===== config.mk =====
export PLATFORM = sky130hd
export DESIGN_NAME = nn_mem_arbiter_flat
export DESIGN_NICKNAME = d
export VERILOG_FILES = /design/src/rtl/nn_mem_pkg.sv /design/src/rtl/nn_mem_arbiter_if.sv /design/src/rtl/nn_mem_arbiter.sv /design/src/flat_wrapper.sv
export SDC_FILE = /design/constraint.sdc
export NUM_CORES = 1
export LEC_CHECK = 0
export CORE_MARGIN = 10
export CORE_UTILIZATION = 27
export CTS_BUF_LIST = sky130_fd_sc_hd__clkbuf_4 sky130_fd_sc_hd__clkbuf_8
export CTS_CLUSTER_DIAMETER = 100
export DETAILED_ROUTE_END_ITERATION = 16
export PLACE_DENSITY = 0.83
export SETUP_SLACK_MARGIN = 0.4
export SLEW_MARGIN = 30
export SYNTH_ARGS = -nofsm -noshare
export SYNTH_HDL_FRONTEND = slang
export SYNTH_SLANG_ARGS = --single-unit

===== constraint.sdc =====
create_clock -name clk -period 2.1 [get_ports clk]
set_clock_uncertainty 0.15 [all_clocks]
set_input_delay 0.42 -clock clk [delete_from_list [all_inputs] [get_ports clk]]
set_output_delay 0.42 -clock clk [all_outputs]
set_load 0.02 [all_outputs]

===== src/rtl/nn_mem_pkg.sv =====
// Shared types and defaults for the NN-engine SDRAM arbiter.
// Latency: n/a (types and constants only).
// Backpressure: n/a.
// Contents: bus width / watchdog defaults, FSM state encoding, round-robin pick.
package nn_mem_pkg;

  localparam int NN_ADDR_W     = 32;
  localparam int NN_DATA_W     = 16;
  localparam int NN_RD_TIMEOUT = 1023;

  localparam logic [1:0] ST_IDLE_ENC = 2'd0;
  localparam logic [1:0] ST_CMD_ENC  = 2'd1;
  localparam logic [1:0] ST_WAIT_ENC = 2'd2;

  typedef enum logic [1:0] {
    IDLE      = ST_IDLE_ENC,
    CMD       = ST_CMD_ENC,
    WAIT_DATA = ST_WAIT_ENC
  } arb_state_t;

  // Requester 1 wins when it is the only one asking, or when both ask and
  // requester 0 held the previous grant.
  function automatic logic rr_pick(input logic req0, input logic req1,
                                   input logic last_grant);
    return req1 & (~req0 | ~last_grant);
  endfunction

endpackage


===== src/rtl/nn_mem_arbiter_if.sv =====
// Avalon-MM style request/response bundle (one instance per link).
// Latency: n/a (wires only).
// Backpressure: waitrequest from slave stalls the master's strobes.
// Ports: master drives read_n/write_n/address/writedata/byteenable and
//        receives waitrequest/readdatavalid/readdata; slave is the mirror.
interface nn_mem_arbiter_if
  import nn_mem_pkg::*;
#(
  parameter int ADDR_W = NN_ADDR_W,
  parameter int DATA_W = NN_DATA_W
);

  logic              read_n;
  logic              write_n;
  logic [ADDR_W-1:0] address;
  logic [DATA_W-1:0] writedata;
  logic [1:0]        byteenable;
  logic              waitrequest;
  logic              readdatavalid;
  logic [DATA_W-1:0] readdata;

  modport master (
    output read_n, write_n, address, writedata, byteenable,
    input  waitrequest, readdatavalid, readdata
  );

  modport slave (
    input  read_n, write_n, address, writedata, byteenable,
    output waitrequest, readdatavalid, readdata
  );

endinterface


===== src/rtl/nn_mem_arbiter.sv =====
// Round-robin arbiter sharing one SDRAM Avalon-MM port between two NN engines.
// Latency: grant one cycle after request; waitrequest/readdatavalid pass through combinationally.
// Backpressure: owner sees av waitrequest; non-owner and idle see waitrequest=1.
// Ports: clk, reset_n (sync, active-low); m0/m1 requester links (slave side);
//        av downstream link (master side) plus av_chipselect; owner, busy,
//        timeout_err status.
module nn_mem_arbiter
  import nn_mem_pkg::*;
#(
  parameter int ADDR_W     = NN_ADDR_W,
  parameter int DATA_W     = NN_DATA_W,
  parameter int RD_TIMEOUT = NN_RD_TIMEOUT
) (
  input  logic             clk,
  input  logic             reset_n,
  nn_mem_arbiter_if.slave  m0,
  nn_mem_arbiter_if.slave  m1,
  nn_mem_arbiter_if.master av,
  output logic             av_chipselect,
  output logic             owner,
  output logic             busy,
  output logic             timeout_err
);

  localparam int              WD_W   = $clog2(RD_TIMEOUT + 1);
  localparam logic [WD_W-1:0] WD_MAX = WD_W'(RD_TIMEOUT);

  arb_state_t      state_q, state_d;
  logic            owner_q, owner_d;
  logic            last_grant_q, last_grant_d;
  logic            timeout_err_q, timeout_err_d;
  logic [WD_W-1:0] wd_q, wd_d;

  logic              req0, req1, grant;
  logic              own_read_n, own_write_n;
  logic [ADDR_W-1:0] own_address;
  logic [DATA_W-1:0] own_writedata;
  logic [1:0]        own_byteenable;
  logic              own_waitrequest;
  logic              own_readdatavalid;
  logic [DATA_W-1:0] own_readdata;

  assign req0  = ~m0.read_n | ~m0.write_n;
  assign req1  = ~m1.read_n | ~m1.write_n;
  assign grant = rr_pick(req0, req1, last_grant_q);

  // Owner-side view of the requester links, selected by the registered owner.
  assign own_read_n     = owner_q ? m1.read_n     : m0.read_n;
  assign own_write_n    = owner_q ? m1.write_n    : m0.write_n;
  assign own_address    = owner_q ? m1.address    : m0.address;
  assign own_writedata  = owner_q ? m1.writedata  : m0.writedata;
  assign own_byteenable = owner_q ? m1.byteenable : m0.byteenable;

  always_ff @(posedge clk) begin
    if (!reset_n) begin
      state_q       <= IDLE;
      owner_q       <= 1'b0;
      last_grant_q  <= 1'b1;
      timeout_err_q <= 1'b0;
      wd_q          <= '0;
    end else begin
      state_q       <= state_d;
      owner_q       <= owner_d;
      last_grant_q  <= last_grant_d;
      timeout_err_q <= timeout_err_d;
      wd_q          <= wd_d;
    end
  end

  always_comb begin
    state_d           = state_q;
    owner_d           = owner_q;
    last_grant_d      = last_grant_q;
    timeout_err_d     = timeout_err_q;
    wd_d              = wd_q;
    av.read_n         = 1'b1;
    av.write_n        = 1'b1;
    av.address        = own_address;
    av.writedata      = own_writedata;
    av.byteenable     = own_byteenable;
    av_chipselect     = 1'b0;
    own_waitrequest   = 1'b1;
    own_readdatavalid = 1'b0;
    own_readdata      = '0;

    unique case (state_q)
      IDLE: begin
        if (req0 || req1) begin
          owner_d      = grant;
          last_grant_d = grant;
          state_d      = CMD;
        end
      end

      CMD: begin
        // A read strobe masks a simultaneous write strobe.
        av.read_n       = own_read_n;
        av.write_n      = own_read_n ? own_write_n : 1'b1;
        av_chipselect   = 1'b1;
        own_waitrequest = av.waitrequest;
        if (own_read_n && own_write_n) begin
          state_d = IDLE;
        end else if (!av.waitrequest) begin
          if (!own_read_n) begin
            state_d = WAIT_DATA;
            wd_d    = '0;
          end else begin
            state_d = IDLE;
          end
        end
      end

      WAIT_DATA: begin
        if (wd_q != WD_MAX) begin
          wd_d = wd_q + 1'b1;
        end
        if (av.readdatavalid) begin
          own_readdatavalid = 1'b1;
          own_readdata      = av.readdata;
          state_d           = IDLE;
        end else if (wd_q == WD_MAX) begin
          // Lost response: release the engine with a zero word.
          own_readdatavalid = 1'b1;
          timeout_err_d     = 1'b1;
          state_d           = IDLE;
        end
      end

      default: begin
        state_d = IDLE;
      end
    endcase
  end

  assign m0.waitrequest   = owner_q ? 1'b1 : own_waitrequest;
  assign m1.waitrequest   = owner_q ? own_waitrequest : 1'b1;
  assign m0.readdatavalid = owner_q ? 1'b0 : own_readdatavalid;
  assign m1.readdatavalid = owner_q ? own_readdatavalid : 1'b0;
  assign m0.readdata      = owner_q ? '0 : own_readdata;
  assign m1.readdata      = owner_q ? own_readdata : '0;

  assign owner       = owner_q;
  assign busy        = (state_q != IDLE);
  assign timeout_err = timeout_err_q;

endmodule


===== src/flat_wrapper.sv =====
// flat-port wrapper written by rule: the top's interface ports become plain ports
module nn_mem_arbiter_flat import nn_mem_pkg::*;
#(
  parameter int ADDR_W     = NN_ADDR_W,
  parameter int DATA_W     = NN_DATA_W,
  parameter int RD_TIMEOUT = NN_RD_TIMEOUT
)
  (clk, reset_n, av_chipselect, owner, busy, timeout_err, m0_read_n, m0_write_n, m0_address, m0_writedata, m0_byteenable, m0_waitrequest, m0_readdatavalid, m0_readdata, m1_read_n, m1_write_n, m1_address, m1_writedata, m1_byteenable, m1_waitrequest, m1_readdatavalid, m1_readdata, av_read_n, av_write_n, av_address, av_writedata, av_byteenable, av_waitrequest, av_readdatavalid, av_readdata);
  nn_mem_arbiter_if #(.ADDR_W(ADDR_W), .DATA_W(DATA_W)) m0_i ();
  nn_mem_arbiter_if #(.ADDR_W(ADDR_W), .DATA_W(DATA_W)) m1_i ();
  nn_mem_arbiter_if #(.ADDR_W(ADDR_W), .DATA_W(DATA_W)) av_i ();
  input  logic clk;
  input  logic reset_n;
  output logic av_chipselect;
  output logic owner;
  output logic busy;
  output logic timeout_err;
  input wire logic [$bits(m0_i.read_n)-1:0] m0_read_n;
  input wire logic [$bits(m0_i.write_n)-1:0] m0_write_n;
  input wire logic [$bits(m0_i.address)-1:0] m0_address;
  input wire logic [$bits(m0_i.writedata)-1:0] m0_writedata;
  input wire logic [$bits(m0_i.byteenable)-1:0] m0_byteenable;
  output wire logic [$bits(m0_i.waitrequest)-1:0] m0_waitrequest;
  output wire logic [$bits(m0_i.readdatavalid)-1:0] m0_readdatavalid;
  output wire logic [$bits(m0_i.readdata)-1:0] m0_readdata;
  input wire logic [$bits(m1_i.read_n)-1:0] m1_read_n;
  input wire logic [$bits(m1_i.write_n)-1:0] m1_write_n;
  input wire logic [$bits(m1_i.address)-1:0] m1_address;
  input wire logic [$bits(m1_i.writedata)-1:0] m1_writedata;
  input wire logic [$bits(m1_i.byteenable)-1:0] m1_byteenable;
  output wire logic [$bits(m1_i.waitrequest)-1:0] m1_waitrequest;
  output wire logic [$bits(m1_i.readdatavalid)-1:0] m1_readdatavalid;
  output wire logic [$bits(m1_i.readdata)-1:0] m1_readdata;
  output wire logic [$bits(av_i.read_n)-1:0] av_read_n;
  output wire logic [$bits(av_i.write_n)-1:0] av_write_n;
  output wire logic [$bits(av_i.address)-1:0] av_address;
  output wire logic [$bits(av_i.writedata)-1:0] av_writedata;
  output wire logic [$bits(av_i.byteenable)-1:0] av_byteenable;
  input wire logic [$bits(av_i.waitrequest)-1:0] av_waitrequest;
  input wire logic [$bits(av_i.readdatavalid)-1:0] av_readdatavalid;
  input wire logic [$bits(av_i.readdata)-1:0] av_readdata;
  assign m0_i.read_n = m0_read_n;
  assign m0_i.write_n = m0_write_n;
  assign m0_i.address = m0_address;
  assign m0_i.writedata = m0_writedata;
  assign m0_i.byteenable = m0_byteenable;
  assign m0_waitrequest = m0_i.waitrequest;
  assign m0_readdatavalid = m0_i.readdatavalid;
  assign m0_readdata = m0_i.readdata;
  assign m1_i.read_n = m1_read_n;
  assign m1_i.write_n = m1_write_n;
  assign m1_i.address = m1_address;
  assign m1_i.writedata = m1_writedata;
  assign m1_i.byteenable = m1_byteenable;
  assign m1_waitrequest = m1_i.waitrequest;
  assign m1_readdatavalid = m1_i.readdatavalid;
  assign m1_readdata = m1_i.readdata;
  assign av_read_n = av_i.read_n;
  assign av_write_n = av_i.write_n;
  assign av_address = av_i.address;
  assign av_writedata = av_i.writedata;
  assign av_byteenable = av_i.byteenable;
  assign av_i.waitrequest = av_waitrequest;
  assign av_i.readdatavalid = av_readdatavalid;
  assign av_i.readdata = av_readdata;
  nn_mem_arbiter #(.ADDR_W(ADDR_W), .DATA_W(DATA_W), .RD_TIMEOUT(RD_TIMEOUT)) u_core (.clk(clk), .reset_n(reset_n), .m0(m0_i), .m1(m1_i), .av(av_i), .av_chipselect(av_chipselect), .owner(owner), .busy(busy), .timeout_err(timeout_err));
endmodule

Word level (Yosys, flattened, before mapping). Index checks and enable logic that the tools add are counted.

Register bits: 15. Logic and storage cells: 70. Bits of input ports: 124.

Reduce and logical (&&, ||, !) cells: 9. Eq/ne operators: 11. $add $sub $neg: 1. Mux-type cells: 33. Bitwise operators: 11.

Operator list (count): 16-bit 2-to-1 mux (5); 10-bit 2-to-1 mux (4); 32-bit 2-to-1 mux (1); 10-bit case mux with 2 select lines (1); 1-bit 2-to-1 mux (14); 2-bit 2-to-1 mux (7); 10-bit by 1-bit adder with 10-bit output (second input constant) (1); 10-bit == test (second input constant) (1); 10-bit inequality test (second input constant) (1); 1-bit NOT (7); 2-bit inequality test (second input constant) (3); 3-bit by 2-bit inequality test with 1-bit output (second input constant) (2); 2-bit case mux with 3 select lines (1); 3-bit AND reduction (2); 5-bit AND reduction (1); 2-bit by 1-bit inequality test with 1-bit output (second input constant) (2); 2-bit nonzero test (2); 1-bit OR (3); 2-bit by 1-bit == test with 1-bit output (second input constant) (1); 2-bit == test (second input constant) (1); 2-bit logical NOT (1); 2-bit AND reduction (1); 1-bit AND (1); 1-bit logical AND (1); 1-bit logical OR (1).

Depth between registers and ports, before layout.
Word-level depth: 5. Depth in mapped cells: 7. Mapped depth without buffers: 5.

Least setup slack after synthesis. Ideal clock, no wire load.

Kind: reg2out. Start point: register u_core.wd_q[0]. End point: output m0_readdatavalid. Setup slack: 78 ps. Stages on the path, launching flop included: 6. Data required time: 1530 ps. Arrival: 1452 ps. Path through: dfxtp_1 > ha_1 > nand4_1 > nor3_4 > o21ai_0 > nor2_1.

Longest elaborated chain between the ends: 5.

Ends and longest elaborated chain: start, declared (RTL line nn_mem_arbiter.sv:32) `logic [WD_W-1:0] wd_q, wd_d;`; start signal, assigned (RTL line nn_mem_arbiter.sv:66) `wd_q <= wd_d;`; 10-bit == test (RTL line nn_mem_arbiter.sv:121) `end else if (wd_q == WD_MAX) begin`; 1-bit 2-to-1 mux (RTL line nn_mem_arbiter.sv:121); 1-bit 2-to-1 mux (RTL line nn_mem_arbiter.sv:117) `if (av.readdatavalid) begin`; 1-bit 2-to-1 mux (RTL line nn_mem_arbiter.sv:86) `unique case (state_q)`; 1-bit 2-to-1 mux (RTL line nn_mem_arbiter.sv:137) `assign m0.readdatavalid = owner_q ? 1'b0 : own_readdatavalid;`; end, declared (RTL line flat_wrapper.sv:24) `output wire logic [$bits(m0_i.readdatavalid)-1:0] m0_readdatavalid;`.

Every way passes these cells.

Worst setup path in the final report.
Start point: register u_core.wd_q[1]. End point: output m1_readdatavalid.

Longest elaborated chain between the ends: 5.

Ends and longest elaborated chain: 10-bit == test (RTL line nn_mem_arbiter.sv:121); 1-bit 2-to-1 mux (RTL line nn_mem_arbiter.sv:121); 1-bit 2-to-1 mux (RTL line nn_mem_arbiter.sv:117); 1-bit 2-to-1 mux (RTL line nn_mem_arbiter.sv:86); 1-bit 2-to-1 mux (RTL line nn_mem_arbiter.sv:138) `assign m1.readdatavalid = owner_q ? own_readdatavalid : 1'b0;`; end, declared (RTL line flat_wrapper.sv:32) `output wire logic [$bits(m1_i.readdatavalid)-1:0] m1_readdatavalid;`.

Every way passes these cells.

==> flow_metrics.env <==
export IMPL_cts_root_buf="clkbuf_8"
export IMPL_coreArea_um2=6314
export IMPL_hold_violations=0
export IMPL_start_kind="flop"
export IMPL_cts_buffer_depth=2
export IMPL_synth_top_area_share_pct=32.90
export IMPL_synth_fa_ha_area_share_pct=0.7168
export IMPL_clock_sinks=15
export IMPL_fmax_mhz=493.5
export IMPL_drv_slew=0
export IMPL_synth_simple_area_share_pct=30.18
export IMPL_synthesis_area_um2=1745
export IMPL_cts_tree="built"
export IMPL_end_kind="output pin"
export IMPL_async_reset_ff_share_pct=0
export IMPL_regArea_um2=311.5
export IMPL_cts_buffers=3
export IMPL_maxCapViolations=0
export IMPL_fin_ws_ns=0.07382
export IMPL_synth_edf_count=0
export IMPL_yosysWarnings=0
export IMPL_seq_area_frac_synth_pct=17.20
export IMPL_grt_setup_unrepaired="yes"
export IMPL_critPathRequiredTime_ns=1.53
export IMPL_synth_xor_xnor_area_share_pct=1.004
export IMPL_slowest_stage="dfxtp_2"
export IMPL_final_cells=555
export IMPL_synthFlopType="dfxtp_1"
export IMPL_place_inst=525
export IMPL_die_h_um=100.4
export IMPL_synth_area_leaders="mux2_2, dfxtp_1, and2_1"
export IMPL_portBuffers=215
export IMPL_peakVddDrop_mv=0.2793
export IMPL_ys_seq_elements=15
export IMPL_syn2layout_area_growth_pct=198.2
export IMPL_clk_latency_ns=0.25
export IMPL_firstDrtPassIters=4
export IMPL_clkTransAtPathRegs_ns=0.06
export IMPL_critPathMaxStageDelay_ns=0.35
export IMPL_yosys_area_top_type="mux2_2"
export IMPL_syn_num_nets=334
export IMPL_cts_htree_levels=1
export IMPL_period_minus_slack_ns=2.026
export IMPL_powerDensity_nw_per_um2=357.2
export IMPL_grt_overflow=0
export IMPL_viasPerCell=5.151
export IMPL_setup_viol=0
export IMPL_status="complete, no violations"
export IMPL_place_gp_congestion=0.8482
export IMPL_yosys_cell_count_top_type="mux2_2"
export IMPL_synth_compound_area_share_pct=11.68
export IMPL_crit_chain="ha_4 > nand4_1 > nor3_4 > o21ai_4 > nor2_4 > buf_6"
export IMPL_start_util_pct=27.65
export IMPL_fp_row_count=29
export IMPL_die_x_um=100.4
export IMPL_power_mw=1.859
export IMPL_setup_tns_ns=0
export IMPL_worst_setup_path_type="flop to output pin"
export IMPL_synth_cells=209
export IMPL_arrival_ns=1.46
export IMPL_p_leak_nw=2.347
export IMPL_drive_gt1_share_pct=55.67
export IMPL_synth_commonest_cells="mux2_2, and2_1, nand2_1, dfxtp_1"
export IMPL_worstPathMaxFanout=2
export IMPL_grt_pass1_vias=2737
export IMPL_slew_headroom_pct=68.70
export IMPL_yosys_mux_area_fraction_pct=34.05
export IMPL_dieArea_um2=10080
export IMPL_synth_area_per_cell_um2=8.351
export IMPL_tightestPinTransition_ns=0.4694
export IMPL_dpl_hpwl_um=10170
export IMPL_synth_top_family_by_area="multiplexers"
export IMPL_multi_input_comb_area_um2=1762
export IMPL_nFillCells=351
export IMPL_synth_cell_type_count=44
export IMPL_grt_max_degree=19
export IMPL_route_detailed_drc=0
export IMPL_dp_slack_ns=-0.5364
export IMPL_vias=2859
export IMPL_ios=216
export IMPL_drt_initial_drc_count=137
export IMPL_period_share_pct=96.48
export IMPL_utilization_pct=82.44
export IMPL_drt_total_wl_um=14070
export IMPL_hold_path_class="flop to flop"
export IMPL_grt_first_pass_wirelength_um=17330
export IMPL_cts_hold_buf=0
export IMPL_grt_use_total_pct=22.14
export IMPL_antenna_found_initial=1
export IMPL_nets=602
export IMPL_routedWlPerCell_um=25.35
export IMPL_ant_nets=0
## cells by family after synthesis
kind of cell	after synthesis
AND/OR/NAND/NOR	92
adder cells (fa/ha/maj)	1
XOR/XNOR	2
buffers and inverters	19
AO/OA/AOI/OAI	27
multiplexers	53
flip-flops	15
## sequential cells by signal, summed over array words and instances (netlist names)
name and cells:
u_core.wd_q 10, u_core.state_q 2, u_core.last_grant_q 1, u_core.owner 1, u_core.timeout_err 1
## power by group
| group | switching [mW] | internal [mW] | leakage (nW) | total, mW |
|---|---|---|---|---|
| logic | 0.511 | 0.789 | 2.20 | 1.30 |
| clock network | 0.104 | 0.147 | 0.0262 | 0.252 |
| registers | 0.0119 | 0.295 | 0.124 | 0.307 |
## final timing paths
path | to | depth (start not counted) | start | slack [ns]
hold reg to reg | u_core.timeout_err$_SDFFE_PN0P_ | 2 | u_core.timeout_err$_SDFFE_PN0P_ | 0.36
setup / recovery | m1_readdatavalid | 6 | u_core.wd_q[1]$_SDFFE_PN0P_ | 0.07
hold / removal | u_core.timeout_err$_SDFFE_PN0P_ | 2 | u_core.timeout_err$_SDFFE_PN0P_ | 0.36
setup reg to reg | u_core.state_q[1]$_SDFFE_PN0P_ | 9 | u_core.owner$_SDFFE_PN0P_ | 0.18
## metrics by stage
stage	cell area [um^2]	hold slack, ns
final	5205	0.3641
after global routing	5205	0.4032
after CTS	4628	0.3540
after detailed placement	4598	0.3396
after global placement	4598	0.3281
after floorplan	2121	0.2995
## cell usage in the layout, fill, tap and decap left out, types with 3 or more instances in the layout
cell,netlist,final
o21ai_0,5,3
dfxtp_1,15,10
dlygate4sd2_1,0,4
nand2_1,20,16
nor2_1,10,7
buf_12,0,9
o2111ai_1,4,4
and2_1,32,7
dfxtp_2,0,3
buf_6,0,89
and2_4,0,25
nand2_2,1,3
clkbuf_16,0,5
clkdlybuf4s50_1,0,118
buf_4,1,48
clkbuf_8,0,3
nand3_1,8,7
nor2_4,0,5
nand4_1,3,3
mux2_4,0,51
## cell type report
cell class	count	area share, %
tap	77	1.851
timing repair buffer	278	57.00
sequential	15	5.986
inverter	4	0.2885
multi-input combinational	175	33.85
clock buffer	4	0.9375
antenna	2	0.09615
## layer usage
metal | global-route usage [%] | vias to the layer above | wire length, um
met2 | 44.31 | 166 | 7975
met4 | 4.457 | 0 | 267
met5 | 0 | - | 0
met1 | 21.77 | 1381 | 4753
met3 | 6.113 | 22 | 1073
li1 | - | 1290 | -
## worst max-delay path: cells and delay by family, from the launching register on
kind / cells / cell delay [ns]
compound gates: 1 / 0.11
fa+ha+maj: 1 / 0.14
buf+inv: 1 / 0.13
flops: 1 / 0.35
simple gates: 3 / 0.48
## timing repair
item,4_1_cts,5_1_grt
gates resized for setup,472,133
gates cloned,1,5
buffers inserted,9,9
setup endpoints to repair,100,101
pin swaps,8,12
Note: power is estimated with default switching activity, not from simulation.
